$ cat config.mk
export PLATFORM = sky130hd
export DESIGN_NAME = tpu_sequencer
export DESIGN_NICKNAME = d
export VERILOG_FILES = /design/src/rtl/tpu_sequencer.sv
export SDC_FILE = /design/constraint.sdc
export NUM_CORES = 1
export LEC_CHECK = 0
export CORE_MARGIN = 5
export CORE_UTILIZATION = 30
export CTS_BUF_LIST = sky130_fd_sc_hd__clkbuf_8
export DETAILED_ROUTE_END_ITERATION = 10
export HOLD_SLACK_MARGIN = 0.15
export PLACE_DENSITY = 0.47
export SYNTH_ARGS = -nofsm -noshare
export SYNTH_HDL_FRONTEND = slang
export SYNTH_SLANG_ARGS = --single-unit
$ cat constraint.sdc
create_clock -name clk -period 5.5 [get_ports clk]
set_input_delay 1.65 -clock clk [delete_from_list [all_inputs] [get_ports clk]]
set_output_delay 1.65 -clock clk [all_outputs]
set_load 0.005 [all_outputs]
$ cat src/rtl/tpu_sequencer.sv
// Command sequencer for an N-lane TPU core. It queues matmul commands and, for each one,
// drives the unified-buffer read starts, the systolic weight switch and the VPU pathway.
module tpu_sequencer #(
  parameter int N       = 2,
  parameter int ADDR_W  = 6,
  parameter int PATH_W  = 5,
  parameter int DEPTH   = 4,
  parameter int TIMEOUT = 255
) (
  input  logic              clk,
  input  logic              rst,
  input  logic              cmd_valid_in,
  output logic              cmd_ready_out,
  input  logic [ADDR_W-1:0] cmd_w_addr_in,
  input  logic [ADDR_W-1:0] cmd_in_addr_in,
  input  logic [ADDR_W-1:0] cmd_bias_addr_in,
  input  logic [ADDR_W-1:0] cmd_out_addr_in,
  input  logic [ADDR_W-1:0] cmd_rows_in,
  input  logic [PATH_W-1:0] cmd_pathway_in,
  input  logic              cmd_in_transpose_in,
  input  logic              cmd_w_transpose_in,
  input  logic              abort_in,
  input  logic [N-1:0]      vpu_valid_in,
  output logic              ub_rd_weight_start_out,
  output logic [ADDR_W-1:0] ub_rd_weight_addr_out,
  output logic [ADDR_W-1:0] ub_rd_weight_loc_out,
  output logic              ub_rd_weight_transpose_out,
  output logic              sys_switch_out,
  output logic              ub_rd_input_start_out,
  output logic [ADDR_W-1:0] ub_rd_input_addr_out,
  output logic [ADDR_W-1:0] ub_rd_input_loc_out,
  output logic              ub_rd_input_transpose_out,
  output logic              ub_rd_bias_start_out,
  output logic [ADDR_W-1:0] ub_rd_bias_addr_out,
  output logic [ADDR_W-1:0] ub_rd_bias_loc_out,
  output logic [ADDR_W-1:0] ub_wr_addr_out,
  output logic              ub_wr_addr_valid_out,
  output logic [PATH_W-1:0] vpu_data_pathway_out,
  output logic              busy_out,
  output logic              done_out,
  output logic              err_out
);

  localparam int PTR_W = $clog2(DEPTH);
  localparam int CNT_W = PTR_W + 1;
  localparam int LW_W  = $clog2(N + 1);
  localparam int TO_W  = $clog2(TIMEOUT + 1);

  typedef enum logic [2:0] {
    S_IDLE,
    S_LOAD_W,
    S_SWITCH,
    S_STREAM,
    S_DRAIN,
    S_DONE
  } state_e;

  typedef struct packed {
    logic [ADDR_W-1:0] w_addr;
    logic [ADDR_W-1:0] in_addr;
    logic [ADDR_W-1:0] bias_addr;
    logic [ADDR_W-1:0] out_addr;
    logic [ADDR_W-1:0] rows;
    logic [PATH_W-1:0] pathway;
    logic              in_tr;
    logic              w_tr;
  } cmd_t;

  // ---------------------------------------------------------------- command FIFO
  cmd_t             mem_q [DEPTH];
  cmd_t             cmd_in;
  logic [PTR_W-1:0] wr_ptr_q, wr_ptr_d;
  logic [PTR_W-1:0] rd_ptr_q, rd_ptr_d;
  logic [CNT_W-1:0] count_q, count_d;
  logic             ready_q, ready_d;
  logic             push, pop;

  state_e           state_q, state_d;

  assign cmd_in = '{w_addr:    cmd_w_addr_in,
                    in_addr:   cmd_in_addr_in,
                    bias_addr: cmd_bias_addr_in,
                    out_addr:  cmd_out_addr_in,
                    rows:      cmd_rows_in,
                    pathway:   cmd_pathway_in,
                    in_tr:     cmd_in_transpose_in,
                    w_tr:      cmd_w_transpose_in};

  assign push = cmd_valid_in && ready_q;
  assign pop  = (state_q == S_IDLE) && (count_q != '0);

  always_comb begin
    wr_ptr_d = wr_ptr_q;
    rd_ptr_d = rd_ptr_q;
    count_d  = count_q;
    if (push) wr_ptr_d = wr_ptr_q + 1'b1;
    if (pop)  rd_ptr_d = rd_ptr_q + 1'b1;
    if (push && !pop)      count_d = count_q + 1'b1;
    else if (!push && pop) count_d = count_q - 1'b1;
    // Registered from the next count so ready is exact in the cycle it is used.
    ready_d = (count_d != CNT_W'(DEPTH));
  end

  // NOTE: storage is not reset; the pointers and count define what is valid,
  // so clearing them is enough to empty the queue and keeps the array reset-free.
  always_ff @(posedge clk) begin
    if (push) mem_q[wr_ptr_q] <= cmd_in;
  end

  // NOTE: every sequential block uses non-blocking assignments so all flops
  // update from the same pre-edge values regardless of evaluation order.
  always_ff @(posedge clk or negedge rst) begin
    if (!rst) begin
      wr_ptr_q <= '0;
      rd_ptr_q <= '0;
      count_q  <= '0;
      ready_q  <= 1'b1;
    end else begin
      wr_ptr_q <= wr_ptr_d;
      rd_ptr_q <= rd_ptr_d;
      count_q  <= count_d;
      ready_q  <= ready_d;
    end
  end

  // ---------------------------------------------------------------- sequencer FSM
  cmd_t              cmd_q, cmd_d;
  logic [LW_W-1:0]   lw_cnt_q, lw_cnt_d;
  logic [ADDR_W-1:0] drain_cnt_q, drain_cnt_d, drain_cnt_nxt;
  logic [TO_W-1:0]   cyc_cnt_q, cyc_cnt_d;
  logic              err_q, err_d;
  logic              abort_hit;

  assign abort_hit     = abort_in && (state_q != S_IDLE);
  assign drain_cnt_nxt = drain_cnt_q + ADDR_W'(vpu_valid_in[N-1]);

  // NOTE: each always_comb assigns a default to every target first, so no path
  // can leave a signal unassigned and infer a latch.
  always_comb begin
    state_d     = state_q;
    cmd_d       = cmd_q;
    lw_cnt_d    = lw_cnt_q;
    drain_cnt_d = drain_cnt_q;
    cyc_cnt_d   = cyc_cnt_q;
    err_d       = err_q;
    if (abort_hit) begin
      state_d = S_IDLE;
    end else begin
      case (state_q)
        S_IDLE: begin
          if (pop) begin
            cmd_d    = mem_q[rd_ptr_q];
            lw_cnt_d = '0;
            state_d  = S_LOAD_W;
          end
        end
        S_LOAD_W: begin
          if (lw_cnt_q == LW_W'(N)) state_d = S_SWITCH;
          else                      lw_cnt_d = lw_cnt_q + 1'b1;
        end
        S_SWITCH: state_d = (cmd_q.rows == '0) ? S_DONE : S_STREAM;
        S_STREAM: begin
          drain_cnt_d = '0;
          cyc_cnt_d   = '0;
          state_d     = S_DRAIN;
        end
        S_DRAIN: begin
          drain_cnt_d = drain_cnt_nxt;
          cyc_cnt_d   = cyc_cnt_q + 1'b1;
          // A completed stream wins over a timeout landing on the same cycle.
          if (drain_cnt_nxt == cmd_q.rows) begin
            state_d = S_DONE;
          end else if (cyc_cnt_d == TO_W'(TIMEOUT)) begin
            err_d   = 1'b1;
            state_d = S_DONE;
          end
        end
        S_DONE:  state_d = S_IDLE;
        default: state_d = S_IDLE;
      endcase
    end
  end

  always_ff @(posedge clk or negedge rst) begin
    if (!rst) begin
      state_q     <= S_IDLE;
      cmd_q       <= '0;
      lw_cnt_q    <= '0;
      drain_cnt_q <= '0;
      cyc_cnt_q   <= '0;
      err_q       <= 1'b0;
    end else begin
      state_q     <= state_d;
      cmd_q       <= cmd_d;
      lw_cnt_q    <= lw_cnt_d;
      drain_cnt_q <= drain_cnt_d;
      cyc_cnt_q   <= cyc_cnt_d;
      err_q       <= err_d;
    end
  end

  // ---------------------------------------------------------------- registered outputs
  // Outputs decode the current state and appear one clock later; an abort blanks them.
  logic              w_start_q, w_start_d, switch_q, switch_d;
  logic              in_start_q, in_start_d, bias_start_q, bias_start_d;
  logic              wr_valid_q, wr_valid_d, done_q, done_d, busy_q, busy_d;
  logic              w_tr_q, w_tr_d, in_tr_q, in_tr_d;
  logic [PATH_W-1:0] path_q, path_d;
  logic [ADDR_W-1:0] w_addr_q, w_addr_d, w_loc_q, w_loc_d;
  logic [ADDR_W-1:0] in_addr_q, in_addr_d, in_loc_q, in_loc_d;
  logic [ADDR_W-1:0] bias_addr_q, bias_addr_d, bias_loc_q, bias_loc_d;
  logic [ADDR_W-1:0] wr_addr_q, wr_addr_d;

  always_comb begin
    w_start_d    = 1'b0;
    switch_d     = 1'b0;
    in_start_d   = 1'b0;
    bias_start_d = 1'b0;
    wr_valid_d   = 1'b0;
    done_d       = 1'b0;
    w_tr_d       = 1'b0;
    in_tr_d      = 1'b0;
    path_d       = '0;
    w_addr_d     = w_addr_q;
    w_loc_d      = w_loc_q;
    in_addr_d    = in_addr_q;
    in_loc_d     = in_loc_q;
    bias_addr_d  = bias_addr_q;
    bias_loc_d   = bias_loc_q;
    wr_addr_d    = wr_addr_q;
    busy_d       = (state_q != S_IDLE) || (count_q != '0);
    if (!abort_hit) begin
      if (state_q inside {S_LOAD_W, S_SWITCH, S_STREAM, S_DRAIN}) begin
        w_tr_d  = cmd_q.w_tr;
        in_tr_d = cmd_q.in_tr;
        path_d  = cmd_q.pathway;
      end
      case (state_q)
        S_LOAD_W: begin
          if (lw_cnt_q == '0) begin
            w_start_d = 1'b1;
            w_addr_d  = cmd_q.w_addr;
            w_loc_d   = ADDR_W'(N);
          end
        end
        S_SWITCH: switch_d = 1'b1;
        S_STREAM: begin
          in_start_d   = 1'b1;
          in_addr_d    = cmd_q.in_addr;
          in_loc_d     = cmd_q.rows;
          bias_start_d = 1'b1;
          bias_addr_d  = cmd_q.bias_addr;
          bias_loc_d   = cmd_q.rows;
          wr_valid_d   = 1'b1;
          wr_addr_d    = cmd_q.out_addr;
        end
        S_DONE:  done_d = 1'b1;
        default: ;
      endcase
    end
  end

  always_ff @(posedge clk or negedge rst) begin
    if (!rst) begin
      w_start_q    <= 1'b0;
      switch_q     <= 1'b0;
      in_start_q   <= 1'b0;
      bias_start_q <= 1'b0;
      wr_valid_q   <= 1'b0;
      done_q       <= 1'b0;
      busy_q       <= 1'b0;
      w_tr_q       <= 1'b0;
      in_tr_q      <= 1'b0;
      path_q       <= '0;
      w_addr_q     <= '0;
      w_loc_q      <= '0;
      in_addr_q    <= '0;
      in_loc_q     <= '0;
      bias_addr_q  <= '0;
      bias_loc_q   <= '0;
      wr_addr_q    <= '0;
    end else begin
      w_start_q    <= w_start_d;
      switch_q     <= switch_d;
      in_start_q   <= in_start_d;
      bias_start_q <= bias_start_d;
      wr_valid_q   <= wr_valid_d;
      done_q       <= done_d;
      busy_q       <= busy_d;
      w_tr_q       <= w_tr_d;
      in_tr_q      <= in_tr_d;
      path_q       <= path_d;
      w_addr_q     <= w_addr_d;
      w_loc_q      <= w_loc_d;
      in_addr_q    <= in_addr_d;
      in_loc_q     <= in_loc_d;
      bias_addr_q  <= bias_addr_d;
      bias_loc_q   <= bias_loc_d;
      wr_addr_q    <= wr_addr_d;
    end
  end

  // Only the last lane marks a completed result row; the other lanes are observed elsewhere.
  logic unused_vpu_lanes;
  assign unused_vpu_lanes = ^vpu_valid_in;

  assign cmd_ready_out              = ready_q;
  assign ub_rd_weight_start_out     = w_start_q;
  assign ub_rd_weight_addr_out      = w_addr_q;
  assign ub_rd_weight_loc_out       = w_loc_q;
  assign ub_rd_weight_transpose_out = w_tr_q;
  assign sys_switch_out             = switch_q;
  assign ub_rd_input_start_out      = in_start_q;
  assign ub_rd_input_addr_out       = in_addr_q;
  assign ub_rd_input_loc_out        = in_loc_q;
  assign ub_rd_input_transpose_out  = in_tr_q;
  assign ub_rd_bias_start_out       = bias_start_q;
  assign ub_rd_bias_addr_out        = bias_addr_q;
  assign ub_rd_bias_loc_out         = bias_loc_q;
  assign ub_wr_addr_out             = wr_addr_q;
  assign ub_wr_addr_valid_out       = wr_valid_q;
  assign vpu_data_pathway_out       = path_q;
  assign busy_out                   = busy_q;
  assign done_out                   = done_q;
  assign err_out                    = err_q;

endmodule

; ---- After elaboration in Yosys (flattened, before gate mapping)
; Memories as Yosys holds them, arrays and structs flattened. A register that Yosys moved wholly into a read port is not among the register bits.
; Index checks and enable logic that the tools add are counted.
[totals]
regBits = 71
mem_count = 1
latch_bits = 0
mem_bits_ro = 0
ramBits = 148
[mem_list]
columns = memory, depth, word_bits, read_ports, rd_clocked_by_memory_dff, write_ports, line
row1 = mem_q, 4, 37, 1, 1, 1, 70  ; cmd_t mem_q [DEPTH];
[classes]
bitwise = 2
muxes = 31
multipliers = 0
eq_ne = 14
add_sub_neg = 7
magnitude_cmp = 0
div_mod_pow = 0
shifts = 0
n_reduce_logical = 24
[ops]
columns = op, count
row1 = 3-bit 2-to-1 mux, 8
row2 = 8-bit case mux with 2 select lines, 1
row3 = 1-bit 2-to-1 mux, 15
row4 = 3-bit case mux with 5 select lines, 1
row5 = 6-bit case mux with 2 select lines, 1
row6 = 5-bit 2-to-1 mux, 2
row7 = 3-bit inequality test (second input constant), 3
row8 = 3-bit AND reduction, 3
row9 = 8-bit by 1-bit adder with 8-bit output (second input constant), 1
row10 = 8-bit == test (second input constant), 1
row11 = 4-bit AND reduction, 2
row12 = 2-bit by 1-bit adder with 2-bit output (second input constant), 3
row13 = 6-bit by 1-bit adder with 6-bit output, 1
row14 = 3-bit by 2-bit == test with 1-bit output (second input constant), 2
row15 = 3-bit == test (second input constant), 2
row16 = 6-bit == test, 1
row17 = 6-bit zero test, 1
row18 = 3-bit nonzero test, 2
row19 = 1-bit logical AND, 5
row20 = 2-bit 2-to-1 mux, 2
row21 = 2-bit inequality test (second input constant), 2
row22 = 4-bit inequality test (second input constant), 1
row23 = 2-bit case mux with 2 select lines, 1
row24 = 2-bit AND reduction, 2
row25 = other kinds (11), 15

; ---- Logic depth before layout (Yosys ltp)
; Gate-level depths: netlist of the first run.
[depth]
ltp_word = 6
ltp_mapped = 8
depth_no_buf = 7

; ---- Least setup slack after synthesis of the first run
; OpenSTA, ideal clock, no wires.
[synth_timing]
path_type = in2reg
from = in vpu_valid_in[1]
to = reg err_q (netlist: err_out)
t_required_ns = 5.380
arrival_time_ns = 3.038
setup_time_ns = 0.120
slack_ns = 2.342
stages = 7
path_cell_list = ha_1 ha_1 xnor2_1 nand2_1 a2111oi_0 nand4_1 a31o_2
[synth_between]
elab_chain_len = 4
[synth_lines]
columns = item, line
row1 = "start, declared", 23  ; input logic [N-1:0] vpu_valid_in,
row2 = 6-bit by 1-bit adder with 6-bit output, 135  ; assign drain_cnt_nxt = drain_cnt_q + ADDR_W'(vpu_valid_in[N-1]);
row3 = 6-bit == test, 171  ; if (drain_cnt_nxt == cmd_q.rows) begin
row4 = 1-bit NOT (no source line), -
row5 = 4-bit AND reduction (no source line), -
row6 = "end signal, assigned", 198  ; err_q <= err_d;
row7 = "end, declared", 131  ; logic err_q, err_d;
; Every way passes these cells.
; A chain may end at the register's enable or synchronous reset.

; ---- Final worst setup path of the first run
; Ends and elaborated chain as after synthesis.

==> run_results.csv, run 1 <==
group,metric,value,unit
timing,whs,0.4698,ns
die,initial_utilization,30.20,%
power_and_ir_drop,powerDensity,508.6,mW/mm^2
place,dp_hpwl,12990,um
place,gp_congestion,0.7346,
routing,dr.pass1.iters,4,
die,ios,101,
worst_setup_path,worstPathCellList,"clkdlybuf4s50_1, ha_1, ha_1, and3_1, o32ai_1, a2111oi_0, nand4_1, a31o_2",
clocking,clk_pin_slew_worst_paths,0.07,ns
routing,avgViaCountPerCell,4.456,
worst_setup_path,worstPathArrival,3.81,ns
power_and_ir_drop,pwr-share-clk,25.2,%
routing,dr_total_vias,5236,
worst_setup_path,critPathMaxFanout,5,
synth,ys.flop_type,"edfxtp_1",
timing,relSlewSlack,25.07,%
power_and_ir_drop,switching_power,1.801,mW
timing,tightest_slew,1.124,ns
power_and_ir_drop,switching_share,28.94,%
routing,wl,21430,um
timing,finalMaxSlewViolations,0,
flow_run,maxCapViolations,0,
routing,drc,0,
min_path,hp-class,"register to register",
clocking,root_buffer,"clkbuf_8",
grt,antenna_found_initial,0,
clocking,cts_sinks,256,
worst_setup_path,critPathMaxStageDelay,0.49,ns
final_layout,syn_to_final_growth,21.77,%
grt,grt_pass1_wl,33430,um
routing,wl_per_cell,18.23,um
timing,rsz0062_at_grt,"false",
power_and_ir_drop,p_leak,4.596,nW
final_layout,drive_above_1_share,24.35,%
synth,ys_ff_latch,256,
die,dieArea,0.03726,mm^2
synth,yosys-top-cells-area,"edfxtp_1 (44%), dfrtp_1 (27%), mux4_2 (8.3%), mux2_2 (6.8%), ha_1 (1.6%)",
die,rows,67,
worst_setup_path,worstSetupPathType,"input port to register",
clocking,clk_latency,0.53,ns
final_layout,final_nets,748,
clocking,cts_buffers,44,
routing,antenna_left,0,
worst_setup_path,start_kind,"input port",
grt,grt.total_usage,11.68,%
synth,synth.distinct_cells,48,
timing,finalSetupViolCount,0,
synth,yosysWarningCount,0,
clocking,cts_tree,"done",
grt,grt_pass1_vias,5750,
worst_setup_path,crit_family,"compound AO/OA/AOI/OAI gates",
worst_setup_path,crit_buf_inv,1,
synth,async_reset_ff_share,42.19,%
place,placed_cell_area,0.01143,mm^2
timing,finalSetupTns,0,ns
final_layout,fin_area,0.01224,mm^2
status,status,"finished clean",
synth,yosysTopAreaCellShare,44.22,%
worst_setup_path,crit_required,5.93,ns
timing,fin_crit_sh,61.47,%
power_and_ir_drop,internal-power,4.423,mW
timing,fin_crit,3.381,ns
synth,yosysSeqAreaShare,71.12,%
routing,drt_iter0_drc,269,
timing,hold_violations,0,
worst_setup_path,critPathSlowestCell,"clkdlybuf4s50_1",
timing,max_freq,295.8,MHz
synth,syn_area,0.01005,mm^2
clocking,htree_levels,2,
timing,finClkSkew,0.01832,ns
die,die_w,193.0,um
final_layout,n_antenna_cell,0,
clocking,post-cts-setup-buffer-count,0,
power_and_ir_drop,power_frac_comb,26.5,%
synth,syn_area_per_cell,17.51,um^2
die,core_area,0.03328,mm^2
grt,grt-ovfl-total,0,
clocking,hold_buffers,0,
grt,grt_max_degree,48,
place,place_inst,1094,
worst_setup_path,end_kind,"register",
final_layout,layout.cells.non_filler,1175,
clocking,postCtsResizedCells,0,
synth,syn_inst,574,
synth,synth_edf_count,148,
die,die_height,193.0,um
place,port_buffers,94,
clocking,clockBufferDepth,3,
synth,synth_top_area_cell,"edfxtp_1",
power_and_ir_drop,irDropWorstVdd,226.6,uV
worst_setup_path,cpMostUsedCell,"ha_1",
power_and_ir_drop,seq_power_share,48.3,%
## path summary, 6_finish.rpt
kind	endpoint	depth (start not counted)	from	slack, ns
setup / recovery	err_out$_DFFE_PN0P_	8	vpu_valid_in[1]	2.12
hold / removal	lw_cnt_q[0]$_DFFE_PN0P_	1	lw_cnt_q[0]$_DFFE_PN0P_	0.47
setup reg to reg	cmd_ready_out$_DFF_PN1_	8	count_q[0]$_DFF_PN0_	3.19
hold reg to reg	lw_cnt_q[0]$_DFFE_PN0P_	1	lw_cnt_q[0]$_DFFE_PN0P_	0.47
max in group asynchronous	ub_rd_bias_addr_out[0]$_DFFE_PN0P_	2	rst	3.31
min in group asynchronous	cyc_cnt_q[0]$_DFFE_PN0P_	1	rst	1.15
## Yosys cell counts (2+ instances only)
cell type / count
mux2_2: 61
nand2b_1: 3
nor4_1: 2
and3_1: 9
o31ai_1: 4
xor2_1: 6
buf_2: 11
o21ai_0: 21
ha_1: 13
nand3b_1: 3
nand2_1: 37
edfxtp_1: 148
buf_4: 18
mux2i_1: 3
mux4_2: 37
dfrtp_1: 107
nor2_1: 15
nand3_1: 9
clkbuf_1: 5
and2_1: 8
inv_1: 10
a22o_1: 2
a21oi_1: 4
xnor2_1: 12
nor3_1: 3
## layout by cell type, fill, tap and decap left out, types with 12 or more instances in the layout
cell type / instances
nand2_1: 37
mux4_2: 37
mux2_2: 61
ha_1: 13
o21ai_0: 21
edfxtp_1: 148
dfrtp_1: 105
inv_1: 29
clkbuf_8: 47
nor2_1: 15
clkdlybuf4s50_1: 93
xnor2_1: 12
## area by class of cell
| class | count | area [um^2] |
|---|---|---|
| multi-input cells | 278 | 2678 |
| clock inverters | 34 | 165.2 |
| inverters | 10 | 37.54 |
| well taps | 448 | 560.5 |
| flip-flops and latches | 256 | 7153 |
| fillers | 3166 | 21040 |
| clock buffers | 47 | 646.9 |
| repair buffers | 102 | 998.5 |
## stage by stage
stage               total power [mW]  worst slack, ns  util, %
floorplan                      4.029            2.342        -
global placement               4.701            1.626    34.34
detailed placement             4.761            1.615    34.34
CTS                            6.379            2.128    36.78
global route                   6.640            2.044    36.78
finish                         6.224            2.119    36.78
## registers in the layout, indices dropped and copies added (netlist names), 2 cells and up
signal,count
wr_ptr_q,2
rd_ptr_q,2
cyc_cnt_q,8
ub_wr_addr_out,6
ub_rd_bias_loc_out,6
state_q,3
ub_rd_weight_addr_out,6
mem_q,148
lw_cnt_q,2
ub_rd_input_addr_out,6
cmd_q,37
vpu_data_pathway_out,5
drain_cnt_q,6
count_q,3
ub_rd_bias_addr_out,6
## logic make-up after synthesis
logic type / after synthesis / synth area share (%)
buffers and inverters: 44 / 2.452
AND/OR/NAND/NOR: 101 / 5.291
other: 1 / 0.03731
multiplexers: 101 / 15.42
XOR/XNOR: 18 / 1.569
AO/OA/AOI/OAI: 38 / 2.278
adder cells (fa/ha/maj): 15 / 1.830
flip-flops: 256 / 71.12
## power by group through the flow
stage / sequential, mW / combinational (mW) / clock (mW)
after detailed placement: 3.07 / 1.70 / 0
after floorplan: 2.80 / 1.23 / 0
after global placement: 3.04 / 1.66 / 0
after CTS: 3.03 / 1.71 / 1.64
after global routing: 3.09 / 1.83 / 1.72
final: 3.00 / 1.65 / 1.57
## per-layer routing
layer	track usage (%)	vias to the layer above	share of wire [%]
met4	3.540	0	2.0
met1	15.08	2672	43
li1	-	2389	-
met5	0	-	0
met3	2.989	37	5.9
met2	19.52	138	49
No activity file was read; power rests on OpenSTA's default activity.
==> run 2, diff against run 1 <==
==> constraint.sdc (replaced) <==
create_clock -name clk -period 3.5 [get_ports clk]
set_input_delay 1.05 -clock clk [delete_from_list [all_inputs] [get_ports clk]]
set_output_delay 1.05 -clock clk [all_outputs]
set_load 0.005 [all_outputs]
==> run 2 against run 1 <==
Sequential cell count stayed put. Critical path depth is 7 lower. Combinational power is 61% higher. Hold slack better by 0.0022 ns. Setup slack worse by 1.4 ns. Die area stayed put. Utilization is 0.26 points higher. Highest routed layer unchanged.
==> run_results.csv, run 2 (synthesis gave the netlist of run 1 again) <==
group,metric,value,unit
clocking,clk_latency,0.55,ns
worst_setup_path,end_kind,"output port",
worst_setup_path,worstPathCellList,"clkdlybuf4s50_1",
timing,finalMaxSlewViolations,0,
routing,drt_iter0_drc,221,
final_layout,fin_area,0.01232,mm^2
worst_setup_path,critPathSlowestCell,"dfstp_2",
worst_setup_path,crit_buf_inv,1,
min_path,hold_depth,1,
grt,grt_pass1_wl,34200,um
grt,grt_max_degree,49,
timing,tightest_slew,1.103,ns
clocking,cts_sinks,256,
min_path,hp-class,"register to register",
routing,antenna_left,0,
routing,dr.pass1.iters,4,
routing,drc,0,
clocking,clk_pin_slew_worst_paths,0.06,ns
timing,finalSetupViolCount,0,
clocking,postCtsResizedCells,0,
worst_setup_path,r2r_start,"count_q[1]$_DFF_PN0_",
status,status,"finished clean",
power_and_ir_drop,irDropWorstVdd,278.7,uV
worst_setup_path,reg2reg_to,"cmd_ready_out$_DFF_PN1_",
worst_setup_path,cp.depth,1,
clocking,post-cts-setup-buffer-count,0,
worst_setup_path,crit_family,"flip-flops",
worst_setup_path,critPathMaxStageDelay,0.59,ns
timing,max_freq,361.5,MHz
final_layout,top_regs,"mem_q: 148 flops, cmd_q: 37 flops, cyc_cnt_q: 8 flops",
place,gp_congestion,0.7673,
power_and_ir_drop,switching_power,2.887,mW
timing,finalSetupTns,0,ns
power_and_ir_drop,switching_share,29.24,%
die,rows,67,
worst_setup_path,rr_worst_depth,8,
power_and_ir_drop,power_frac_comb,26.8,%
place,dp_hpwl,12820,um
final_layout,final_common_cell,"edfxtp_1",
timing,rsz0062_at_grt,"false",
place,port_buffers,94,
timing,relSlewSlack,26.48,%
grt,grt_pass1_vias,6007,
grt,grt-ovfl-total,0,
min_path,worstHoldEndpoint,"ub_rd_weight_loc_out[1]$_DFFE_PN0P_",
power_and_ir_drop,internal-power,6.986,mW
timing,hold_violations,0,
power_and_ir_drop,p_leak,4.642,nW
final_layout,drive_above_1_share,25.37,%
die,ios,101,
worst_setup_path,crit_required,2.45,ns
clocking,htree_levels,2,
power_and_ir_drop,power,9.872,mW
grt,antenna_found_initial,0,
final_layout,top_register,"mem_q",
worst_setup_path,start_kind,"register",
routing,wl,21630,um
power_and_ir_drop,pwr-share-clk,25.5,%
final_layout,n_antenna_cell,0,
die,die_w,193.0,um
clocking,clockBufferDepth,3,
grt,grt.total_usage,11.94,%
clocking,cts_tree,"done",
power_and_ir_drop,seq_power_share,47.7,%
final_layout,mostFrequentLayoutCells,"edfxtp_1 (148), dfrtp_1 (105), clkdlybuf4s50_1 (93), mux2_2 (61), clkbuf_8 (47)",
place,placed_cell_area,0.01149,mm^2
place,pre_cts_slack,0.2645,ns
min_path,worstHoldStart,"ub_rd_weight_loc_out[1]$_DFFE_PN0P_",
final_layout,syn_to_final_growth,22.62,%
timing,postLayoutSetupSlackWorst,0.7336,ns
die,die_height,193.0,um
timing,finClkSkew,0.01543,ns
routing,avgViaCountPerCell,4.526,
clocking,cts_buffers,45,
routing,wl_per_cell,18.26,um
final_layout,largest_register_ff_count,148,
die,core_area,0.03328,mm^2
power_and_ir_drop,powerDensity,801.0,mW/mm^2
worst_setup_path,reg2reg_slack,1.07,ns
flow_run,maxCapViolations,0,
clocking,root_buffer,"clkbuf_8",
worst_setup_path,worstSetupPathType,"register to output port",
timing,fin_crit_sh,79.04,%
die,initial_utilization,30.20,%
worst_setup_path,worstPathArrival,1.72,ns
die,dieArea,0.03726,mm^2
clocking,hold_buffers,0,
timing,fin_crit,2.766,ns
worst_setup_path,critPathMaxFanout,7,
final_layout,final_nets,756,
routing,dr_total_vias,5363,
run 2: worst register-to-register path: stages, from the launching register on:
cell and delay [ns]:
dfrtp_1 0.36, inv_1 0.10, ha_1 0.19, nor2b_2 0.19, nor4_4 0.15, buf_4 0.48
mux2i_1 0.30, xor2_1 0.21, or3b_1 0.37
run 2: cell type report:
type                       instances  area (um^2)
sequential                       256         7153
timing repair buffer             109         1064
clock buffer                      47        646.9
tap                              448        560.5
multi-input combinational        278         2678
clock inverter                    37        185.2
fill                            3114        20960
inverter                          10        37.54
run 2: how the worst max path moves through the flow:
stage | from | endpoint | slack (ns)
3_5_place_dp | vpu_valid_in[1] | err_out$_DFFE_PN0P_ | 0.26
2_1_floorplan | vpu_valid_in[1] | err_out$_DFFE_PN0P_ | 0.94
4_1_cts | cmd_ready_out$_DFF_PN1_ | cmd_ready_out | 0.69
3_3_place_gp | vpu_valid_in[1] | err_out$_DFFE_PN0P_ | 0.20
5_1_grt | vpu_valid_in[1] | err_out$_DFFE_PN0P_ | 0.66
6_report | cmd_ready_out$_DFF_PN1_ | cmd_ready_out | 0.73
run 2: stage by stage:
step                instances  util (%)  hold WS (ns)
floorplan                 578         -        0.4348
global placement         1101     34.53        0.4542
detailed placement       1101     34.53        0.4514
CTS                      1185     37.03        0.4752
global route             1185     37.03        0.4976
finish                   1185     37.03        0.4720
run 2: routing by layer:
metal | vias to the layer above | global-route usage, % | routed length, um
met3 | 44 | 3.115 | 1091
met1 | 2782 | 15.13 | 9294
met5 | - | 0 | 0
li1 | 2410 | - | -
met4 | 0 | 3.758 | 541
met2 | 127 | 20.17 | 10700
run 2: power groups by stage:
stage | Sequential [mW] | Clock, mW | Combinational [mW]
6_report | 4.71 | 2.52 | 2.65
5_1_grt | 4.86 | 2.78 | 2.90
4_1_cts | 4.76 | 2.64 | 2.72
3_5_place_dp | 4.81 | 0 | 2.70
3_3_place_gp | 4.77 | 0 | 2.64
2_1_floorplan | 4.40 | 0 | 1.93
